===== config.mk =====
export PLATFORM = sky130hd
export DESIGN_NAME = disp_timing_ctrl
export DESIGN_NICKNAME = d
export VERILOG_FILES = /design/src/rtl/disp_pkg.sv /design/src/rtl/disp_sync_pipe.sv /design/src/rtl/disp_timing_ctrl.sv
export SDC_FILE = /design/constraint.sdc
export NUM_CORES = 1
export LEC_CHECK = 0
export ABC_AREA = 1
export BUFFER_PORTS_ARGS = -buffer_cell sky130_fd_sc_hd__buf_2
export CORE_MARGIN = 4
export CORE_UTILIZATION = 35
export CTS_CLUSTER_SIZE = 16
export DETAILED_ROUTE_END_ITERATION = 8
export HOLD_SLACK_MARGIN = 0.03
export PLACE_DENSITY = 0.6
export RECOVER_POWER = 100
export SLEW_MARGIN = 20
export SYNTH_ARGS = -nofsm -noshare
export SYNTH_HDL_FRONTEND = slang
export SYNTH_SLANG_ARGS = --single-unit

===== constraint.sdc =====
create_clock -name clk -period 1.55 [get_ports clk]
set_input_delay 0.31 -clock clk [delete_from_list [all_inputs] [get_ports clk]]
set_output_delay 0.31 -clock clk [all_outputs]
set_load 0.005 [all_outputs]

===== src/rtl/disp_pkg.sv =====
// disp_pkg: shared display-pipeline types, timing-mode constants and pattern colours.
// Used by disp_timing_ctrl and its sync delay line.
package disp_pkg;

    typedef logic [11:0] coord_t;
    typedef logic [23:0] pixel_t;

    typedef enum logic {
        ST_IDLE,
        ST_RUN
    } run_state_e;

    typedef struct packed {
        logic hs;
        logic vs;
        logic de;
        logic sof;
    } sync_bundle_t;

    localparam int unsigned CNT_LIMIT       = 4096;
    localparam int unsigned SYNC_PIPE_DEPTH = 3;

    // 1080p60
    localparam int unsigned H_SYNC_1080   = 44;
    localparam int unsigned H_BACK_1080   = 148;
    localparam int unsigned H_ACTIVE_1080 = 1920;
    localparam int unsigned H_FRONT_1080  = 88;
    localparam int unsigned V_SYNC_1080   = 5;
    localparam int unsigned V_BACK_1080   = 36;
    localparam int unsigned V_ACTIVE_1080 = 1080;
    localparam int unsigned V_FRONT_1080  = 4;

    // 720p60
    localparam int unsigned H_SYNC_720    = 40;
    localparam int unsigned H_BACK_720    = 220;
    localparam int unsigned H_ACTIVE_720  = 1280;
    localparam int unsigned H_FRONT_720   = 110;
    localparam int unsigned V_SYNC_720    = 5;
    localparam int unsigned V_BACK_720    = 20;
    localparam int unsigned V_ACTIVE_720  = 720;
    localparam int unsigned V_FRONT_720   = 5;

    localparam pixel_t COL_WHITE   = 24'hFFFFFF;
    localparam pixel_t COL_YELLOW  = 24'hFFFF00;
    localparam pixel_t COL_CYAN    = 24'h00FFFF;
    localparam pixel_t COL_GREEN   = 24'h00FF00;
    localparam pixel_t COL_MAGENTA = 24'hFF00FF;
    localparam pixel_t COL_RED     = 24'hFF0000;
    localparam pixel_t COL_BLUE    = 24'h0000FF;
    localparam pixel_t COL_BLACK   = 24'h000000;

    function automatic logic in_window(input int unsigned c, input int unsigned lo,
                                       input int unsigned len);
        return (c >= lo) && (c < lo + len);
    endfunction

endpackage


===== src/rtl/disp_sync_pipe.sv =====
// disp_sync_pipe: DEPTH-stage delay line for the {hs, vs, de, sof} bundle.
// All stages clear asynchronously so no stale sync/de leaks out after reset.
module disp_sync_pipe
    import disp_pkg::*;
#(
    parameter int unsigned DEPTH = SYNC_PIPE_DEPTH
) (
    input  logic         clk,
    input  logic         rst_n,
    input  sync_bundle_t i_bundle,
    output sync_bundle_t o_bundle
);

    sync_bundle_t r_stage [DEPTH];

    always_ff @(posedge clk or negedge rst_n) begin
        if (!rst_n) begin
            for (int unsigned i = 0; i < DEPTH; i++) begin
                r_stage[i] <= '0;
            end
        end else begin
            r_stage[0] <= i_bundle;
            for (int unsigned i = 1; i < DEPTH; i++) begin
                r_stage[i] <= r_stage[i-1];
            end
        end
    end

    assign o_bundle = r_stage[DEPTH-1];

endmodule


===== src/rtl/disp_timing_ctrl.sv =====
// disp_timing_ctrl: raster counters, pattern-generator addressing and 3-cycle aligned video out.
// Optional macro FRAME_CNT_EN: implements the frame_cnt counter; otherwise frame_cnt is tied to 0.
module disp_timing_ctrl
    import disp_pkg::*;
#(
    parameter int unsigned H_SYNC   = H_SYNC_1080,
    parameter int unsigned H_BACK   = H_BACK_1080,
    parameter int unsigned H_ACTIVE = H_ACTIVE_1080,
    parameter int unsigned H_FRONT  = H_FRONT_1080,
    parameter int unsigned V_SYNC   = V_SYNC_1080,
    parameter int unsigned V_BACK   = V_BACK_1080,
    parameter int unsigned V_ACTIVE = V_ACTIVE_1080,
    parameter int unsigned V_FRONT  = V_FRONT_1080,
    parameter bit          SYNC_POL = 1'b1
) (
    input  logic        clk,
    input  logic        rst_n,
    input  logic        en,
    output logic [11:0] h_addr,
    output logic [11:0] v_addr,
    input  logic [23:0] data_in,
    output logic        vga_hs,
    output logic        vga_vs,
    output logic        vga_de,
    output logic [23:0] vga_rgb,
    output logic        sof,
    output logic [15:0] frame_cnt
);

    localparam int unsigned H_TOTAL = H_SYNC + H_BACK + H_ACTIVE + H_FRONT;
    localparam int unsigned V_TOTAL = V_SYNC + V_BACK + V_ACTIVE + V_FRONT;
    localparam int unsigned H_START = H_SYNC + H_BACK;
    localparam int unsigned V_START = V_SYNC + V_BACK;

    localparam coord_t H_LAST    = coord_t'(H_TOTAL - 1);
    localparam coord_t V_LAST    = coord_t'(V_TOTAL - 1);
    localparam coord_t H_START_C = coord_t'(H_START);
    localparam coord_t V_START_C = coord_t'(V_START);

    if (H_TOTAL > CNT_LIMIT || V_TOTAL > CNT_LIMIT) begin : g_bad_timing
        $error("disp_timing_ctrl: H_TOTAL/V_TOTAL exceed 12-bit counter range");
    end

    run_state_e   r_state;
    run_state_e   w_state_next;
    coord_t       r_h_cnt;
    coord_t       r_v_cnt;
    coord_t       r_h_addr;
    coord_t       r_v_addr;
    pixel_t       r_rgb;
    logic         w_h_last;
    logic         w_v_last;
    logic         w_frame_end;
    logic         w_run;
    logic         w_de;
    sync_bundle_t w_sync_in;
    sync_bundle_t w_sync_out;

    assign w_h_last    = (r_h_cnt == H_LAST);
    assign w_v_last    = (r_v_cnt == V_LAST);
    assign w_frame_end = w_h_last && w_v_last;
    assign w_run       = (r_state == ST_RUN);

    always_ff @(posedge clk or negedge rst_n) begin
        if (!rst_n) begin
            r_state <= ST_IDLE;
        end else begin
            r_state <= w_state_next;
        end
    end

    // Stopping is only honoured at frame end so a dropped en always finishes the frame.
    always_comb begin
        w_state_next = r_state;
        case (r_state)
            ST_IDLE: if (en)                w_state_next = ST_RUN;
            ST_RUN:  if (w_frame_end && !en) w_state_next = ST_IDLE;
            default:                        w_state_next = ST_IDLE;
        endcase
    end

    always_ff @(posedge clk or negedge rst_n) begin
        if (!rst_n) begin
            r_h_cnt <= '0;
            r_v_cnt <= '0;
        end else if (!w_run) begin
            r_h_cnt <= '0;
            r_v_cnt <= '0;
        end else if (w_h_last) begin
            r_h_cnt <= '0;
            r_v_cnt <= w_v_last ? '0 : r_v_cnt + 1'b1;
        end else begin
            r_h_cnt <= r_h_cnt + 1'b1;
        end
    end

    always_comb begin
        w_de          = w_run
                        && in_window(32'(r_h_cnt), H_START, H_ACTIVE)
                        && in_window(32'(r_v_cnt), V_START, V_ACTIVE);
        w_sync_in     = '0;
        w_sync_in.hs  = w_run && in_window(32'(r_h_cnt), 0, H_SYNC);
        w_sync_in.vs  = w_run && in_window(32'(r_v_cnt), 0, V_SYNC);
        w_sync_in.de  = w_de;
        w_sync_in.sof = w_de && (r_h_cnt == H_START_C) && (r_v_cnt == V_START_C);
    end

    always_ff @(posedge clk or negedge rst_n) begin
        if (!rst_n) begin
            r_h_addr <= '0;
            r_v_addr <= '0;
        end else if (w_de) begin
            r_h_addr <= r_h_cnt - H_START_C;
            r_v_addr <= r_v_cnt - V_START_C;
        end else begin
            r_h_addr <= '0;
            r_v_addr <= '0;
        end
    end

    disp_sync_pipe #(
        .DEPTH (SYNC_PIPE_DEPTH)
    ) u_sync_pipe (
        .clk      (clk),
        .rst_n    (rst_n),
        .i_bundle (w_sync_in),
        .o_bundle (w_sync_out)
    );

    // data_in arrives at stage 2; registering it lines it up with stage 3 of the sync pipe.
    always_ff @(posedge clk or negedge rst_n) begin
        if (!rst_n) begin
            r_rgb <= '0;
        end else begin
            r_rgb <= data_in;
        end
    end

    assign h_addr  = r_h_addr;
    assign v_addr  = r_v_addr;
    assign vga_hs  = w_sync_out.hs ? SYNC_POL : ~SYNC_POL;
    assign vga_vs  = w_sync_out.vs ? SYNC_POL : ~SYNC_POL;
    assign vga_de  = w_sync_out.de;
    assign sof     = w_sync_out.sof;
    assign vga_rgb = w_sync_out.de ? r_rgb : '0;

`ifdef FRAME_CNT_EN
    logic [15:0] r_frame_cnt;

    always_ff @(posedge clk or negedge rst_n) begin
        if (!rst_n) begin
            r_frame_cnt <= '0;
        end else if (w_run && w_frame_end) begin
            r_frame_cnt <= r_frame_cnt + 1'b1;
        end
    end

    assign frame_cnt = r_frame_cnt;
`else
    assign frame_cnt = '0;
`endif

endmodule


==> impl_metrics.toml <==
[status]
status = "complete, but fails checks"
failed_checks = "negative setup slack"

[synth]
yosys-mux-area-fraction = 0
synth.area.top_cells = "dfrtp_1 50%, nand2_1 9.1%, nor2_4 6.4%"
netlist_instances = 472
synth_seq_cells = 85
synth_compound_area_frac = 0.0290
synth_area_per_cell_um2 = 8.94
synth_top_cell_area_share = 0.504
synth_top_family_by_area = "simple AND/OR/NAND/NOR gates"
synth_xor_area_frac = 0.0249
ys_seq_area_frac = 0.504
syn_area_um2 = 4220
yosysWarnings = 0
synth_top_area_cell = "dfrtp_1"
yosys.area_share.simple = 0.296
ys_types = 35
synth-adder-area-share = 0.0296

[power_and_ir_drop]
clkPwrFrac = 0.383
seq_power_share = 0.429
leakagePower_uw = 0.00306
p_switching_uw = 1730
p_sw_frac = 0.294
irDropWorstVdd_uv = 620
pwr_density_cell_nw_per_um2 = 1070
intPower_uw = 4150
pwr-share-comb = 0.188

[grt]
grt_first_pass_wirelength_um = 16200
antenna_found_initial = 0
track_usage = 0.142
grt_max_degree = 43
grt_pass1_vias = 3346
grt-ovfl-total = 0

[worst_hold_path]
hold_start = "data_in[0]"
whs_endpoint = "r_rgb[0]$_DFF_PN0_"
hold_class = "in -> reg"
min_delay_path_depth = 1

[clock_tree]
h-tree-depth = 3
cts_root_buf = "clkbuf_16"
clock_latency_ns = 0.34
clockBufferDepth = 2
clkTransAtPathRegs_ns = 0.07
cts_tree = "done"
cts.sinks = 85
numCtsBuffers = 9

[finish]
stdcell_count = 754
area_growth_pct = 30.4
seqCellArea_um2 = 2130
final_cell_mix = "97 x nand2_1, 81 x dfrtp_1, 60 x buf_2, 54 x inv_1, 46 x buf_4"
nets = 643
diodes = 0
final_common_cell = "nand2_1"
drive_above_1_share = 0.349
num-fill-cells = 1113
multi_input_area_um2 = 1760

[timing]
post-route-period-util = 1.02
skew_ns = 0.00875
layout_min_cycle_time_ns = 1.59
setup_ws_ns = -0.0358
rsz0062_at_grt = "yes"
worstMarginPinSlew_ns = 0.620
slew_viol_final = 0
slew_headroom = 0.587
finalHoldViolCount = 0
setup_viol = 20
tns_ns = -0.386
max_freq_mhz = 631

[critical_path]
crit_type = "reg -> reg"
reg2reg_depth = 8
crit_path_start = "r_h_cnt[7]$_DFF_PN0_"
required_ns = 1.78
path_max_fanout = 5
start_kind = "flip-flop"
regToRegEndpoint = "r_state$_DFF_PN0_"
r2r_slack_ns = -0.04
critical_path_arrival_ns = 1.81
end_kind = "flip-flop"
regToRegStartpoint = "r_h_cnt[7]$_DFF_PN0_"

[flow_run]
maxCapViolations = 0

[die]
dieArea_um2 = 13900
initial_core_util = 0.363
die_x_um = 118
rows = 39
core-area_um2 = 11600
die_height_um = 118
io_pins = 95

[place]
gp_congestion = 0.916
io_buffers = 78
dp_hpwl_um = 7360
place_ws_ns = -0.0738
dp_cells = 726

[detailed_routing]
wl_per_cell_um = 12.9
highest_layer = "met4"
first_pass_iters = 4
routed_wirelength_um = 9740
dr_wl_met3_um = 639
vias_per_cell = 4.50
postRouteAntennaNets = 0
wl_met1_um = 4540
num_vias = 3396
drc_errors = 0
drtIter0Drc = 232
met2_wirelength_um = 4400
## synth_stat cells, drive strengths merged
cell type	instances
nand3	27
a21oi	5
nor4	1
buf	26
nand2	110
dfrtp	85
nor3b	1
ha	10
nand4	13
conb	1
clkbuf	3
or2	1
xor2	12
nand3b	1
nor2	77
o21a	1
a31oi	1
nor3	11
inv	68
a311oi	1
clkinv	1
o21ai	15
and3	1
## power by group through the flow
stage | combinational (uW) | clock [uW] | sequential [uW]
floorplan | 545 | 0 | 2550
global placement | 947 | 0 | 2540
detailed placement | 971 | 0 | 2550
CTS | 1020 | 2300 | 2510
global route | 1230 | 2410 | 2540
finish | 1100 | 2250 | 2520
## per-stage QoR
stage                     hold slack [ns]  instance area [um^2]   util  power [uW]
final                              0.0739                  5510  0.474        5870
after global routing               0.0607                  5510  0.474        6180
after CTS                          0.0629                  5440  0.469        5830
after detailed placement            0.245                  5030  0.433        3520
after global placement              0.240                  5030  0.433        3490
after floorplan                    0.0144                  4280      -        3090
## state kept, by name, summed over array words and instances, names as in the netlist
signal                flops
h_addr                   12
r_state                   1
v_addr                   12
r_rgb                    24
r_h_cnt                  12
u_sync_pipe.o_bundle      4
r_v_cnt                  12
u_sync_pipe.r_stage       8
## per-layer routing
metal / global-route usage / vias to the layer above
li1: - / 1684
met1: 0.194 / 1568
met2: 0.222 / 130
met3: 0.0336 / 14
met4: 0.0469 / 0
met5: 0 / -
## how the worst max path moves through the flow
stage          cells past startpoint                    to  slack (ns)
4_1_cts                           10  h_addr[10]$_DFF_PN0_       -0.02
3_5_place_dp                      10   h_addr[9]$_DFF_PN0_       -0.07
6_report                           8     r_state$_DFF_PN0_       -0.04
3_3_place_gp                      10   v_addr[7]$_DFF_PN0_       -0.06
2_1_floorplan                     10  h_addr[10]$_DFF_PN0_       0.005
5_1_grt                            9  v_addr[11]$_DFF_PN0_       -0.14
## worst max-delay path: stages, from the launching register on
cell and delay [ns]:
dfrtp_1 0.43, buf_6 0.13, ha_2 0.17, nand3_2 0.08
nor2_4 0.11, nand2_2 0.08, nand2_4 0.12, nand2_1 0.08
or2_2 0.27
## cell families after synthesis
kind of cell / after synthesis
simple gates: 243
buf+inv: 98
flops: 85
compound gates: 23
xor+xnor: 12
fa+ha+maj: 10
other cells: 1
## area by class of cell
class | count | share of cell area
clock buffers | 9 | 0.0409
clock inverters | 7 | 0.0170
inverters | 69 | 0.0477
multi-input cells | 304 | 0.319
flip-flops and latches | 85 | 0.387
well taps | 143 | 0.0325
repair buffers | 136 | 0.154
repair inverters | 1 | 0.00136
## repair_timing
action / in CTS / in global routing
endpoints found under the setup margin: 27 / 60
gates cloned: 0 / 1
buffers inserted: 7 / 3
pin swaps: 7 / 5
hold endpoints to repair: 21 / 0
gates resized for setup: 11 / 29
hold buffers: 1 / 0
(Power assumes the default switching activity.)
